$ cat src/rtl/read_strided_pkg.sv
// Shared types for the strided BRAM reader: issue FSM state encoding.
package read_strided_pkg;

  typedef enum logic {
    FSM_IDLE  = 1'b0,
    FSM_ISSUE = 1'b1
  } fsm_state_t;

endpackage

$ cat src/rtl/read_strided_fifo.sv
// Power-of-two circular FIFO with occupancy count; write lands next cycle, head is registered storage.
// Caller must not push when full unless it also pops; pop is ignored by design only if caller respects empty.
module read_strided_fifo #(
  parameter int DATA_WIDTH = 8,
  parameter int NUM_SLOTS  = 8,
  parameter int LOG_SLOTS  = 3
) (
  input  logic                  clk,
  input  logic                  rst,
  input  logic                  push,
  input  logic [DATA_WIDTH-1:0] push_data,
  input  logic                  pop,
  output logic [DATA_WIDTH-1:0] head,
  output logic                  empty,
  output logic [LOG_SLOTS:0]    count
);

  logic [DATA_WIDTH-1:0] mem [NUM_SLOTS];
  logic [LOG_SLOTS-1:0]  wr_ptr;
  logic [LOG_SLOTS-1:0]  rd_ptr;

  assign head  = mem[rd_ptr];
  assign empty = (count == '0);

  always_ff @(posedge clk) begin
    if (!rst) begin
      wr_ptr <= '0;
      rd_ptr <= '0;
      count  <= '0;
    end else begin
      if (push) begin
        mem[wr_ptr] <= push_data;
        wr_ptr      <= wr_ptr + LOG_SLOTS'(1);
      end
      if (pop) begin
        rd_ptr <= rd_ptr + LOG_SLOTS'(1);
      end
      // Push and pop together leave the count unchanged, including at full.
      case ({push, pop})
        2'b10:   count <= count + (LOG_SLOTS+1)'(1);
        2'b01:   count <= count - (LOG_SLOTS+1)'(1);
        default: count <= count;
      endcase
    end
  end

endmodule

$ cat src/rtl/read_strided.sv
// Strided BRAM reader: issues num_iters x num_reads_per_iter requests, buffers returns, streams them out.
// Issue is credit-gated on FIFO occupancy plus reads in flight, so any BRAM latency is tolerated.
module read_strided
  import read_strided_pkg::*;
#(
  parameter int DATA_WIDTH             = 8,
  parameter int FIFO_DEPTH             = 8,
  parameter int LOG_FIFO_DEPTH         = 3,
  parameter int LOG_MAX_ITERS          = 16,
  parameter int LOG_MAX_READS_PER_ITER = 16,
  parameter int LOG_MAX_ADDRESS        = 16
) (
  input  logic                              clk,
  input  logic                              rst,
  input  logic                              configure,
  input  logic [LOG_MAX_ITERS-1:0]          num_iters,
  input  logic [LOG_MAX_READS_PER_ITER-1:0] num_reads_per_iter,
  input  logic [LOG_MAX_ADDRESS-1:0]        base_address,
  input  logic [LOG_MAX_ADDRESS-1:0]        stride,
  input  logic [LOG_MAX_ADDRESS-1:0]        iter_offset,
  input  logic                              valid_in,
  input  logic [DATA_WIDTH-1:0]             data_in,
  output logic [LOG_MAX_ADDRESS-1:0]        address_out,
  output logic                              request,
  input  logic                              avail_in,
  output logic                              valid_out,
  output logic [DATA_WIDTH-1:0]             data_out,
  output logic                              busy,
  output logic                              done
);

  localparam int CNT_W = LOG_FIFO_DEPTH + 1;

  fsm_state_t                        state;
  fsm_state_t                        state_next;
  logic                              enabled;
  logic [LOG_MAX_ITERS-1:0]          iters_left;
  logic [LOG_MAX_READS_PER_ITER-1:0] reads_left;
  logic [LOG_MAX_READS_PER_ITER-1:0] reads_cfg;
  logic [LOG_MAX_ADDRESS-1:0]        stride_cfg;
  logic [LOG_MAX_ADDRESS-1:0]        offset_cfg;
  logic [LOG_MAX_ADDRESS-1:0]        iter_base;
  logic [LOG_MAX_ADDRESS-1:0]        addr;
  logic [LOG_MAX_ADDRESS-1:0]        next_base;
  logic [CNT_W-1:0]                  inflight;
  logic [CNT_W-1:0]                  fifo_count;
  logic                              fifo_empty;
  logic                              credit;
  logic                              push;
  logic                              cfg_ok;
  logic                              busy_q;
  logic                              zero_pulse;

  // Reserved slots = data already buffered + data still coming back from the BRAM.
  assign credit    = ({1'b0, fifo_count} + {1'b0, inflight}) < (CNT_W+1)'(FIFO_DEPTH);
  assign push      = valid_in & (inflight != '0);
  assign valid_out = avail_in & ~fifo_empty;
  assign busy      = enabled | (inflight != '0) | ~fifo_empty;
  assign done      = (busy_q & ~busy) | zero_pulse;
  assign cfg_ok    = configure & ~busy;
  assign next_base = iter_base + offset_cfg;
  assign address_out = addr;

  always_ff @(posedge clk) begin
    if (!rst) begin
      state <= FSM_IDLE;
    end else begin
      state <= state_next;
    end
  end

  always_comb begin
    state_next = FSM_IDLE;
    request    = 1'b0;
    case (state)
      FSM_IDLE: begin
        if (enabled && credit) state_next = FSM_ISSUE;
      end
      FSM_ISSUE: begin
        request = enabled & credit;
        if (enabled && credit) state_next = FSM_ISSUE;
      end
    endcase
  end

  always_ff @(posedge clk) begin
    if (!rst) begin
      enabled    <= 1'b0;
      iters_left <= '0;
      reads_left <= '0;
      reads_cfg  <= '0;
      stride_cfg <= '0;
      offset_cfg <= '0;
      iter_base  <= '0;
      addr       <= '0;
      inflight   <= '0;
      busy_q     <= 1'b0;
      zero_pulse <= 1'b0;
    end else begin
      busy_q     <= busy;
      zero_pulse <= cfg_ok & ((num_iters == '0) | (num_reads_per_iter == '0));
      if (cfg_ok) begin
        enabled    <= (num_iters != '0) && (num_reads_per_iter != '0);
        iters_left <= num_iters;
        reads_left <= num_reads_per_iter;
        reads_cfg  <= num_reads_per_iter;
        stride_cfg <= stride;
        offset_cfg <= iter_offset;
        iter_base  <= base_address;
        addr       <= base_address;
      end else if (request) begin
        if (reads_left == LOG_MAX_READS_PER_ITER'(1)) begin
          iter_base  <= next_base;
          addr       <= next_base;
          reads_left <= reads_cfg;
          iters_left <= iters_left - LOG_MAX_ITERS'(1);
          if (iters_left == LOG_MAX_ITERS'(1)) enabled <= 1'b0;
        end else begin
          addr       <= addr + stride_cfg;
          reads_left <= reads_left - LOG_MAX_READS_PER_ITER'(1);
        end
      end
      // A stray return with nothing outstanding is dropped, so it never decrements.
      case ({request, push})
        2'b10:   inflight <= inflight + CNT_W'(1);
        2'b01:   inflight <= inflight - CNT_W'(1);
        default: inflight <= inflight;
      endcase
    end
  end

  read_strided_fifo #(
    .DATA_WIDTH (DATA_WIDTH),
    .NUM_SLOTS  (FIFO_DEPTH),
    .LOG_SLOTS  (LOG_FIFO_DEPTH)
  ) u_fifo (
    .clk       (clk),
    .rst       (rst),
    .push      (push),
    .push_data (data_in),
    .pop       (valid_out),
    .head      (data_out),
    .empty     (fifo_empty),
    .count     (fifo_count)
  );

endmodule

$ cat config.mk
export PLATFORM = sky130hd
export DESIGN_NAME = read_strided
export DESIGN_NICKNAME = d
export VERILOG_FILES = /design/src/rtl/read_strided_pkg.sv /design/src/rtl/read_strided_fifo.sv /design/src/rtl/read_strided.sv
export SDC_FILE = /design/constraint.sdc
export NUM_CORES = 1
export LEC_CHECK = 0
export CAP_MARGIN = 20
export CORE_UTILIZATION = 50
export DETAILED_ROUTE_END_ITERATION = 6
export PLACE_DENSITY_LB_ADDON = 0.25
export SLEW_MARGIN = 10
export SYNTH_ARGS = -nofsm -noshare
export SYNTH_HDL_FRONTEND = slang
export SYNTH_SLANG_ARGS = --single-unit
$ cat constraint.sdc
create_clock -name clk -period 5.8 [get_ports clk]
set_clock_uncertainty 0.05 [all_clocks]
set_input_delay 1.16 -clock clk [delete_from_list [all_inputs] [get_ports clk]]
set_output_delay 1.16 -clock clk [all_outputs]
set_load 0.02 [all_outputs]
==> PnR_summary.wiki <==
{| class="wikitable"
! Metric !! Value
|-
| Outcome || completed
|-
| Via count of the first global-routing pass || 7769
|-
| Max Cap Viol || 0
|-
| Cell Area, Placed || 11500 um^2
|-
| Die Width || 144 um
|-
| Wire length of the first global-routing pass || 39.8 mm
|-
| Initial antenna violation count || 0
|-
| Setup Buffers After CTS || 0
|-
| Busiest grt layer || met2
|-
| Type of destination of the critical path || primary output
|-
| Post-synthesis sequential area ratio || 45.6%
|-
| TritonCTS buffer count || 17
|-
| CORE AREA || 19600 um^2
|-
| Final setup fails || 0
|-
| Library cell with the largest summed area after synthesis || dfxtp_1
|-
| Routing usage on met1 || 32.9%
|-
| Pins over their slew limit || 0
|-
| Count of pins on the block boundary || 121
|-
| Diodes inserted || 0
|-
| Critical path's top delay family || buffers and inverters
|-
| Netlist cell types || 70
|-
| Post-route clock period utilization || 70.2%
|-
| Worst slew margin || 39.3%
|-
| Post-CTS Hold Fix Bufs || 0
|-
| Buffers & Inverters on Critical Path || 4
|-
| Number of standard cells after synthesis || 1080
|-
| Hold/Removal Path Class || reg -> reg
|-
| Multi-input logic area || 5110 um^2
|-
| Post-cts resize count || 0
|-
| Total number of placement rows || 51
|-
| Max VDD drop || 0.262 mV
|-
| Worst path arrival time || 2.86 ns
|-
| Overflow left after global routing || 0
|-
| Synth-to-Final Area Change || 20.6%
|-
| Vias after detailed routing || 8304
|-
| Total leakage power || 4.52 nW
|-
| Fin area || 12100 um^2
|-
| Critical Path, Cell by Cell || ha_1, nor4b_2, o211ai_2, buf_4, inv_1, buf_4, clkdlybuf4s50_1
|-
| Remaining antenna violation count after routing || 0
|-
| Type of the setup path with the least slack || reg -> out
|-
| Total count of hold-check failures in the final report || 0
|-
| Buffers on Ports || 120
|-
| Time the worst path needs with I/O delays and setup || 4.07 ns
|-
| WP data required || 4.59 ns
|-
| Avg Vias per Cell || 5.70
|-
| Worst-skew pair later-pin latency || 0.45 ns
|-
| CTS tree || built
|-
| Critical Path Start Type || flip-flop
|-
| Pin count of the biggest net entering global routing || 85
|-
| GR met2 Demand/Resource || 43.1%
|-
| Area share of the largest cell type after synthesis || 26.5%
|-
| Combined area of all synthesized cells || 10100 um^2
|-
| Tot GR Track Use || 25.3%
|-
| Critical Path Max Stage Delay || 0.67 ns
|-
| Worst-path clk slew || 0.08 ns
|-
| Routability cong. || 0.845
|-
| Power per standard cell area || 435 nW/um^2
|-
| Net Count, Synth || 1222
|-
| Wirelength per Cell || 17.5 um
|-
| DR iter-0 viols || 486
|-
| Critical-path cell with the highest stage delay || clkdlybuf4s50_1
|-
| Number of optimization iterations in the first detailed-route pass || 4
|-
| Height of the die || 144 um
|-
| CTS H-Tree Depth || 4
|-
| Sequential cell area in the final layout || 4580 um^2
|-
| Transition time at the pin with the least slew margin || 0.907 ns
|-
| Proportion of layout cells with a drive suffix above 1 || 8.23%
|-
| Root Buffer || clkbuf_16
|-
| CTS max path bufs || 2
|-
| Nets@finish || 1320
|-
| Drc violations || 0
|-
| Worst slack on hold paths || 0.409 ns
|-
| Asr flop ratio synth || 0%
|-
| Commonest cells after routing, fill and taps aside || 179 x nand2_1, 133 x dfxtp_1, 129 x a21oi_1
|-
| Met3 Track Usage GR || 3.90%
|-
| Largest fanout of any net on the critical path || 25
|-
| Top post-synthesis cells by area || dfxtp_1 26%, edfxtp_1 19%, nand2_1 6.7%
|-
| Routed wire length || 25.4 mm
|-
| Worst path most repeated cell || buf_4
|-
| Starting utilization of the core area || 51.4%
|-
| Dpl hpwl || 17.8 mm
|-
| Clock sink count || 197
|-
| Setup TNS || 0 ns
|-
| Most common cell after layout, fill and taps aside || nand2_1
|-
| Setup repair after global routing missed its margin || false
|-
| Primary FF master, synth || dfxtp_1
|-
| Filler Cells Inserted || 1692
|-
| Maximum clock rate || 246 MHz
|-
| Yosys warning total || 0
|-
| EDFF count, synth || 64
|-
| Avg Inst Size Synth || 9.31 um^2
|-
| Utilization of the core after routing || 61.9%
|-
| Flip-flop and latch count after synthesis || 197
|-
| Die area || 20700 um^2
|}
[synthesized netlist by cell type (4+ instances only)]
cell type / n
xnor2_1: 28
edfxtp_1: 64
a311oi_1: 5
or2_2: 4
o211ai_1: 17
nor2_1: 76
and3_1: 7
xor2_1: 27
nand4_1: 9
nand3b_1: 5
mux2_2: 11
a21oi_1: 129
or3_1: 7
nand2_1: 179
buf_2: 7
clkbuf_1: 42
inv_1: 34
nor4_1: 16
fa_1: 4
mux4_2: 16
o21ai_0: 39
ha_1: 45
nor3_1: 23
a21o_1: 13
a211oi_1: 21
a31oi_1: 15
nand3_1: 21
o31ai_1: 5
nand2b_1: 6
buf_1: 7
o21a_1: 4
dfxtp_1: 133
[cells by family after synthesis]
group	Yosys count	synth area share (%)
buffers and inverters	93	3.67
multiplexers	29	5.01
adder cells (fa/ha/maj)	49	6.39
AO/OA/AOI/OAI	279	17.0
XOR/XNOR	55	4.79
AND/OR/NAND/NOR	378	17.5
flip-flops	197	45.6
[flip-flops by register name, indices dropped and copies added (netlist names), 16 cells and up, named ones only]
signal,flops
address_out,16
offset_cfg,16
u_fifo.mem,64
reads_left,16
iter_base,16
iters_left,16
reads_cfg,16
stride_cfg,16
[worst min-delay path: cells and delay by family (launching register included)]
| family | cells | cell delay [ns] |
|---|---|---|
| DFF | 1 | 0.32 |
| and+or+nand+nor | 1 | 0.05 |
| AOI/OAI and AO/OA | 1 | 0.05 |
[power breakdown]
group          internal (W)  switching [W]
registers           0.00168       0.000241
logic              0.000847        0.00125
clock network      0.000610       0.000642
[stage by stage]
stage                     total power, W  std cells  setup WS (ns)
after floorplan                  0.00343       1080           2.50
after global placement           0.00399       1423           2.12
after detailed placement         0.00403       1423           2.04
after CTS                        0.00529       1455           1.56
after global routing             0.00559       1456           1.57
final                            0.00528       1456           1.73
[layer usage]
layer,share of wire (%),wire length (um),vias up
li1,-,-,4111
met1,45,11400,3969
met2,49,12500,193
met3,4.4,1120,31
met4,1.7,423,0
met5,0,0,-
[layout make-up]
cell class / count / share of cell area [%]
Clock buffer: 17 / 3.51
Inverter: 35 / 1.09
Clock inverter: 15 / 1.74
Multi-Input combinational cell: 790 / 42.1
Tap cell: 265 / 2.73
Timing Repair Buffer: 137 / 11.0
Sequential cell: 197 / 37.8
[worst paths after layout]
path                                    from           end  slack [ns]  cells past startpoint
worst min register to register  reads_cfg[9]  reads_cfg[9]        0.41                      2
worst min-delay path            reads_cfg[9]  reads_cfg[9]        0.41                      2
worst max-delay path             inflight[3]       request        1.73                      7
worst max register to register   inflight[3]   inflight[3]        2.84                     11
Power figures use the tool's default switching activity.
